--- src/rtl/ex_muldiv_pkg.sv ---
// ex_muldiv_pkg: shared state encoding, HI/LO select indices and a sign helper
// for the EX-stage multiply/divide unit.
`default_nettype none
package ex_muldiv_pkg;

  typedef enum logic [1:0] {
    IDLE = 2'd0,
    BUSY = 2'd1,
    DONE = 2'd2
  } state_t;

  localparam int HI_BIT = 1;
  localparam int LO_BIT = 0;

  // Two's-complement negate when neg is set; serves both magnitude and sign fix-up.
  function automatic logic [31:0] mag32(input logic [31:0] v, input logic neg);
    return neg ? (32'd0 - v) : v;
  endfunction

endpackage
`default_nettype wire

--- src/rtl/ex_muldiv_div_radix2.sv ---
// div_radix2: iterative restoring divider, one quotient bit per cycle on operand
// magnitudes, with sign pre- and post-correction.
`default_nettype none
module div_radix2
  import ex_muldiv_pkg::*;
#(
  parameter int ITERS = 32
) (
  input  logic        clk,
  input  logic        reset,
  input  logic        start_i,
  input  logic        sign_i,
  input  logic [31:0] a_i,
  input  logic [31:0] b_i,
  output logic        done_o,
  output logic [31:0] quot_o,
  output logic [31:0] rem_o
);

  logic [31:0] rem_q;
  logic [31:0] quo_q;
  logic [31:0] dvs_q;
  logic [5:0]  iter_q;
  logic        run_q;
  logic        qneg_q;
  logic        rneg_q;

  logic [32:0] shifted_d;
  logic [32:0] diff_d;

  assign shifted_d = {rem_q, quo_q[31]};
  assign diff_d    = shifted_d - {1'b0, dvs_q};

  // High during the cycle whose closing edge performs the final iteration.
  assign done_o = run_q && (iter_q == 6'(ITERS - 1));
  assign quot_o = mag32(quo_q, qneg_q);
  assign rem_o  = mag32(rem_q, rneg_q);

  always_ff @(posedge clk or posedge reset) begin
    if (reset) begin
      rem_q  <= '0;
      quo_q  <= '0;
      dvs_q  <= '0;
      iter_q <= '0;
      run_q  <= 1'b0;
      qneg_q <= 1'b0;
      rneg_q <= 1'b0;
    end else if (start_i) begin
      rem_q  <= '0;
      quo_q  <= mag32(a_i, sign_i && a_i[31]);
      dvs_q  <= mag32(b_i, sign_i && b_i[31]);
      iter_q <= '0;
      run_q  <= 1'b1;
      qneg_q <= sign_i && (a_i[31] ^ b_i[31]);
      rneg_q <= sign_i && a_i[31];
    end else if (run_q) begin
      if (!diff_d[32]) begin
        rem_q <= diff_d[31:0];
        quo_q <= {quo_q[30:0], 1'b1};
      end else begin
        rem_q <= shifted_d[31:0];
        quo_q <= {quo_q[30:0], 1'b0};
      end
      iter_q <= iter_q + 6'd1;
      if (done_o) begin
        run_q <= 1'b0;
      end
    end
  end

endmodule
`default_nettype wire

--- src/rtl/ex_muldiv.sv ---
// ex_muldiv: EX-stage multiply/divide unit owning the HI/LO registers; stalls the
// pipeline while an operation is in flight and commits when the instruction leaves EX.
`default_nettype none
module ex_muldiv
  import ex_muldiv_pkg::*;
#(
  parameter int MUL_LAT  = 2,
  parameter int DIV_ITER = 32
) (
  input  logic        clk,
  input  logic        reset,
  input  logic        refresh,
  input  logic        stall_in,
  input  logic        ex_mult,
  input  logic        ex_div,
  input  logic        ex_mdsign,
  input  logic [31:0] ex_A,
  input  logic [31:0] ex_B,
  input  logic [1:0]  ex_hiloren,
  input  logic [1:0]  ex_hilowen,
  output logic        md_stall,
  output logic [31:0] hilo_rdata,
  output logic [31:0] hi,
  output logic [31:0] lo
);

  generate
    if (DIV_ITER != 32) begin : g_div_iter_chk
      $error("ex_muldiv: DIV_ITER must be 32");
    end
    if (MUL_LAT < 1 || MUL_LAT > 255) begin : g_mul_lat_chk
      $error("ex_muldiv: MUL_LAT must be in 1..255");
    end
  endgenerate

  state_t      state_q;
  logic [7:0]  cnt_q;
  logic        is_div_q;
  logic [63:0] prod_q;
  logic [31:0] hi_q;
  logic [31:0] lo_q;

  logic        req_d;
  logic        div_start_d;
  logic        div_done;
  logic [31:0] div_quot;
  logic [31:0] div_rem;
  logic [63:0] prod_d;
  logic [31:0] res_hi_d;
  logic [31:0] res_lo_d;

  assign req_d       = (ex_mult || ex_div) && !refresh;
  assign div_start_d = (state_q == IDLE) && ex_div && !refresh;

  // Sign-extending to 64 bits lets one unsigned multiply cover MULT and MULTU.
  assign prod_d = {{32{ex_mdsign & ex_A[31]}}, ex_A} * {{32{ex_mdsign & ex_B[31]}}, ex_B};

  assign res_hi_d = is_div_q ? div_rem  : prod_q[63:32];
  assign res_lo_d = is_div_q ? div_quot : prod_q[31:0];

  assign md_stall = !reset && !refresh &&
                    ((state_q == BUSY) || ((state_q == IDLE) && (ex_mult || ex_div)));

  assign hi = hi_q;
  assign lo = lo_q;
  assign hilo_rdata = ex_hiloren[HI_BIT] ? hi_q :
                      ex_hiloren[LO_BIT] ? lo_q : 32'd0;

  div_radix2 #(
    .ITERS (DIV_ITER)
  ) u_div (
    .clk     (clk),
    .reset   (reset),
    .start_i (div_start_d),
    .sign_i  (ex_mdsign),
    .a_i     (ex_A),
    .b_i     (ex_B),
    .done_o  (div_done),
    .quot_o  (div_quot),
    .rem_o   (div_rem)
  );

  always_ff @(posedge clk or posedge reset) begin
    if (reset) begin
      state_q  <= IDLE;
      cnt_q    <= '0;
      is_div_q <= 1'b0;
      prod_q   <= '0;
      hi_q     <= '0;
      lo_q     <= '0;
    end else if (refresh) begin
      state_q <= IDLE;
      cnt_q   <= '0;
    end else begin
      case (state_q)
        IDLE: begin
          if (req_d) begin
            is_div_q <= ex_div;
            prod_q   <= prod_d;
            cnt_q    <= '0;
            state_q  <= (ex_div || MUL_LAT > 1) ? BUSY : DONE;
          end else if (!stall_in) begin
            if (ex_hilowen[HI_BIT]) hi_q <= ex_A;
            if (ex_hilowen[LO_BIT]) lo_q <= ex_A;
          end
        end
        BUSY: begin
          cnt_q <= cnt_q + 8'd1;
          if (is_div_q ? div_done : (cnt_q == 8'(MUL_LAT - 2))) begin
            state_q <= DONE;
          end
        end
        DONE: begin
          // The owning instruction leaves EX on this same edge, so IDLE cannot retrigger on it.
          if (!stall_in) begin
            hi_q    <= res_hi_d;
            lo_q    <= res_lo_d;
            state_q <= IDLE;
          end
        end
        default: state_q <= IDLE;
      endcase
    end
  end

endmodule
`default_nettype wire

--- config.mk ---
export PLATFORM = sky130hd
export DESIGN_NAME = ex_muldiv
export DESIGN_NICKNAME = d
export VERILOG_FILES = /design/src/rtl/ex_muldiv_pkg.sv /design/src/rtl/ex_muldiv_div_radix2.sv /design/src/rtl/ex_muldiv.sv
export SDC_FILE = /design/constraint.sdc
export NUM_CORES = 2
export LEC_CHECK = 0
export ABC_AREA = 0
export CORE_ASPECT_RATIO = 0.7
export CORE_UTILIZATION = 45
export DETAILED_ROUTE_END_ITERATION = 8
export GPL_TIMING_DRIVEN = 1
export PLACE_DENSITY = 0.64
export REMOVE_ABC_BUFFERS = 1
export SYNTH_ARGS = -nofsm -noshare
export SYNTH_HDL_FRONTEND = slang
export SYNTH_SLANG_ARGS = --single-unit
--- constraint.sdc ---
create_clock -name clk -period 11.8 [get_ports clk]
set_input_delay 2.36 -clock clk [delete_from_list [all_inputs] [get_ports clk]]
set_output_delay 2.36 -clock clk [all_outputs]
set_load 0.01 [all_outputs]
==> metrics.csv <==
stage;metric;value;unit
drt;WL final;166700;um
floorplanning;Rows;105;
drt;DRT antenna net count;0;
sta;Tmin final;10860;ps
global_routing;M3 GR Usage;9.098;%
global_routing;first-pass GRT wire length;259600;um
yosys;Post-Synthesis Cell Area;53280;sq um
drt;DRC Markers;0;
sta;Final Max Tran Viols;0;
global_routing;total global routing overflow;0;
drt;per-cell routed wire length;22.15;um
sta;TNS Setup;0;ps
floorplanning;die height;289.9;um
clocking;TritonCTS Buffers;27;
floorplanning;Core ar.;117300;sq um
yosys;Async SR Flop Fraction;100.0;%
global_routing;met1 Use GR;43.46;%
clocking;Root Driver;clkbuf_16;
sta;fmax;92.05;MHz
global_routing;largest net degree at the start of global routing;125;
finish;nets;7408;
setup_path;CP max-delay cell;clkdlybuf4s50_1;
yosys;warnings from Yosys;0;
placed_design;DP HPWL;132500;um
global_routing;initial antenna violation count;9;
yosys;Post-synth EDFFs;0;
yosys;number of synthesized register bits;244;
drt;vias per cell;5.504;
sta;final hold viol count;0;
clocking;Clk Latency, worst-skew pair;580;ps
yosys;Synth area leaders;fa_1 42%, dfrtp_1 11%, inv_1 8.2%;
sta;RSZ-0062 raised after global routing;no;
sta;Worst-Margin Slew;1318;ps
clocking;sinks on the clock net;244;
yosys;leading area contributor after synthesis;fa_1;
worst_hold_path;Min-Delay Path Class;flop to flop;
sta;fin crit share;92.07;%
yosys;top_reg_cell synth;dfrtp_1;
setup_path;CP most frequent cell;fa_1;
setup_path;critical path class;input port to flop;
global_routing;GRT Util Overall;28.32;%
setup_path;startpoint types;input port;
finish;layout cells sized above 1;3.949;%
sta;Clock Skew;18.65;ps
yosys;sequential area share after synthesis;11.46;%
status;status;finished, final reports clean;
floorplanning;Die X;413.3;um
sta;Slew HR;12.15;%
job;max-cap viol count;0;
drt;first-iteration detailed-routing DRC count;3686;
clocking;hold-fix buffer count after cts;0;
yosys;Synth Instances;6044;
sta;Final setup viols;0;
floorplanning;IO Count;172;
clocking;Clock Tree Buf Depth;3;
drt;DRT Pass-1 Iters;6;
clocking;CTS tree;built;
floorplanning;die footprint;119800;sq um
drt;vias;41440;
clocking;clk slew on worst S/H paths;70;ps
setup_path;Crit Path Max Fanout;30;
global_routing;vias in the first global route;42340;
floorplanning;Initial Utilization;45.41;%
yosys;Netlist cell types;74;
finish;final core occ;48.65;%
clocking;level count of the clock H-tree;1;
finish;commonest non-fill, non-tap cell in the layout;inv_1;
finish;fillers;11150;
placed_design;IO buf count;171;
setup_path;Worst EP arrival;11340;ps
placed_design;Placer Congestion;0.9533;
setup_path;Critical Path RT;12270;ps
yosys;top cell type's share of synthesized area;42.31;%
yosys;syn_area_per_cell;8.815;sq um
clocking;number of post-CTS setup repair buffers;0;
global_routing;met2 Use GR;39.42;%
finish;Layout area overhead;7.125;%
setup_path;crit end category;flop;
finish;commonest cells after routing, fill and taps aside;1157 x inv_1, 1126 x fa_1, 1004 x nand2_1;
setup_path;slowest stage delay, CP;680;ps
global_routing;grt peak-use layer;met1;
clocking;# resized after CTS;0;
-- cells in the mapped netlist, types with 3 or more instances --
master       n
nand2b_1    28
xor2_1     141
a21oi_1    186
or2_2        6
mux2i_1     57
and2_1     360
o41ai_1     19
a22o_1      32
nand3b_1     5
o21ai_0    289
a311oi_1     4
fa_1      1126
a211oi_1    74
o31ai_1     47
nor3b_1      3
buf_2        5
xnor2_1     85
o221ai_1     3
nor2_1     189
a31oi_1     13
dfrtp_1    244
buf_4        3
clkbuf_1   306
nor4_1      21
a21oi_2      3
nand2_1   1005
a21o_1      45
nand4_1     24
a31o_2       4
o211ai_1    12
ha_1       252
inv_1     1158
o21ai_1      8
or3_1        7
buf_1       79
o21a_1       8
or4_1       16
nor3_1      33
a221o_1      3
nor2b_1     17
o21bai_1     8
nand3_1     43
and3_1      31
o21ai_2      3
-- cell type report --
cell class	count	area (sq um)	share of cell area [%]
antenna	1	2.502	0.004384
inverter	1158	4354	7.629
clock buffer	34	772.0	1.353
multi-input combinational	4247	41360	72.47
timing repair buffer	277	2305	4.038
clock inverter	16	225.2	0.3946
sequential	244	6113	10.71
tap	1551	1941	3.400
-- critical path, delay by kind of cell --
kind | cells | cell delay (ps)
AND/OR/NAND/NOR | 3 | 720
buffers and inverters | 10 | 2250
adder cells (fa/ha/maj) | 9 | 4190
AO/OA/AOI/OAI | 9 | 1810
-- worst paths after layout --
kind	cells past startpoint	start	slack [ps]	end
worst max-delay path	31	ex_mdsign	940	prod_q[62]
worst min-delay path	2	prod_q[12]	480	prod_q[12]
worst max register to register	14	u_div.quo_q[31]	7450	u_div.rem_q[16]
worst min register to register	2	prod_q[12]	480	prod_q[12]
max in group asynchronous	3	reset	7950	prod_q[43]
min in group asynchronous	2	reset	2430	cnt_q[2]
-- state kept, by name, indices dropped and copies added, names as in the netlist --
name          count
cnt_q             8
hi               32
is_div_q          1
lo               32
prod_q           64
state_q           2
u_div.dvs_q      32
u_div.iter_q      6
u_div.qneg_q      1
u_div.quo_q      32
u_div.rem_q      32
u_div.rneg_q      1
u_div.run_q       1
-- metal layers --
layer	part of all wire, %	wire length [um]
met5	0.025	41
met4	1.8	3045
met3	12	19770
met2	41	68040
met1	45	75810
-- through the flow --
stage / instances / instance area, sq um / setup slack, ps / hold WS (ps)
floorplan: 5649 / 51760 / 1408 / 439.4
global placement: 7477 / 56080 / 560.2 / 453.7
detailed placement: 7477 / 56080 / 517.0 / 468.1
CTS: 7527 / 57070 / 1067 / 484.6
global route: 7528 / 57080 / 573.1 / 501.8
finish: 7528 / 57080 / 935.9 / 480.6
-- cell families (layout without fill, tap and decap cells) --
family	count (synthesis)	count (layout)	share of synthesized area [%]
compound gates	785	785	9.018
xor+xnor	226	226	3.715
fa+ha+maj	1378	1378	48.23
buf+inv	1553	1485	11.00
flops	244	244	11.46
mux	57	57	1.071
other cells	0	1	0
simple gates	1801	1801	15.51
Power is not shown: default switching activity piles up to over one toggle a cycle in this logic, so the estimate is an artifact.
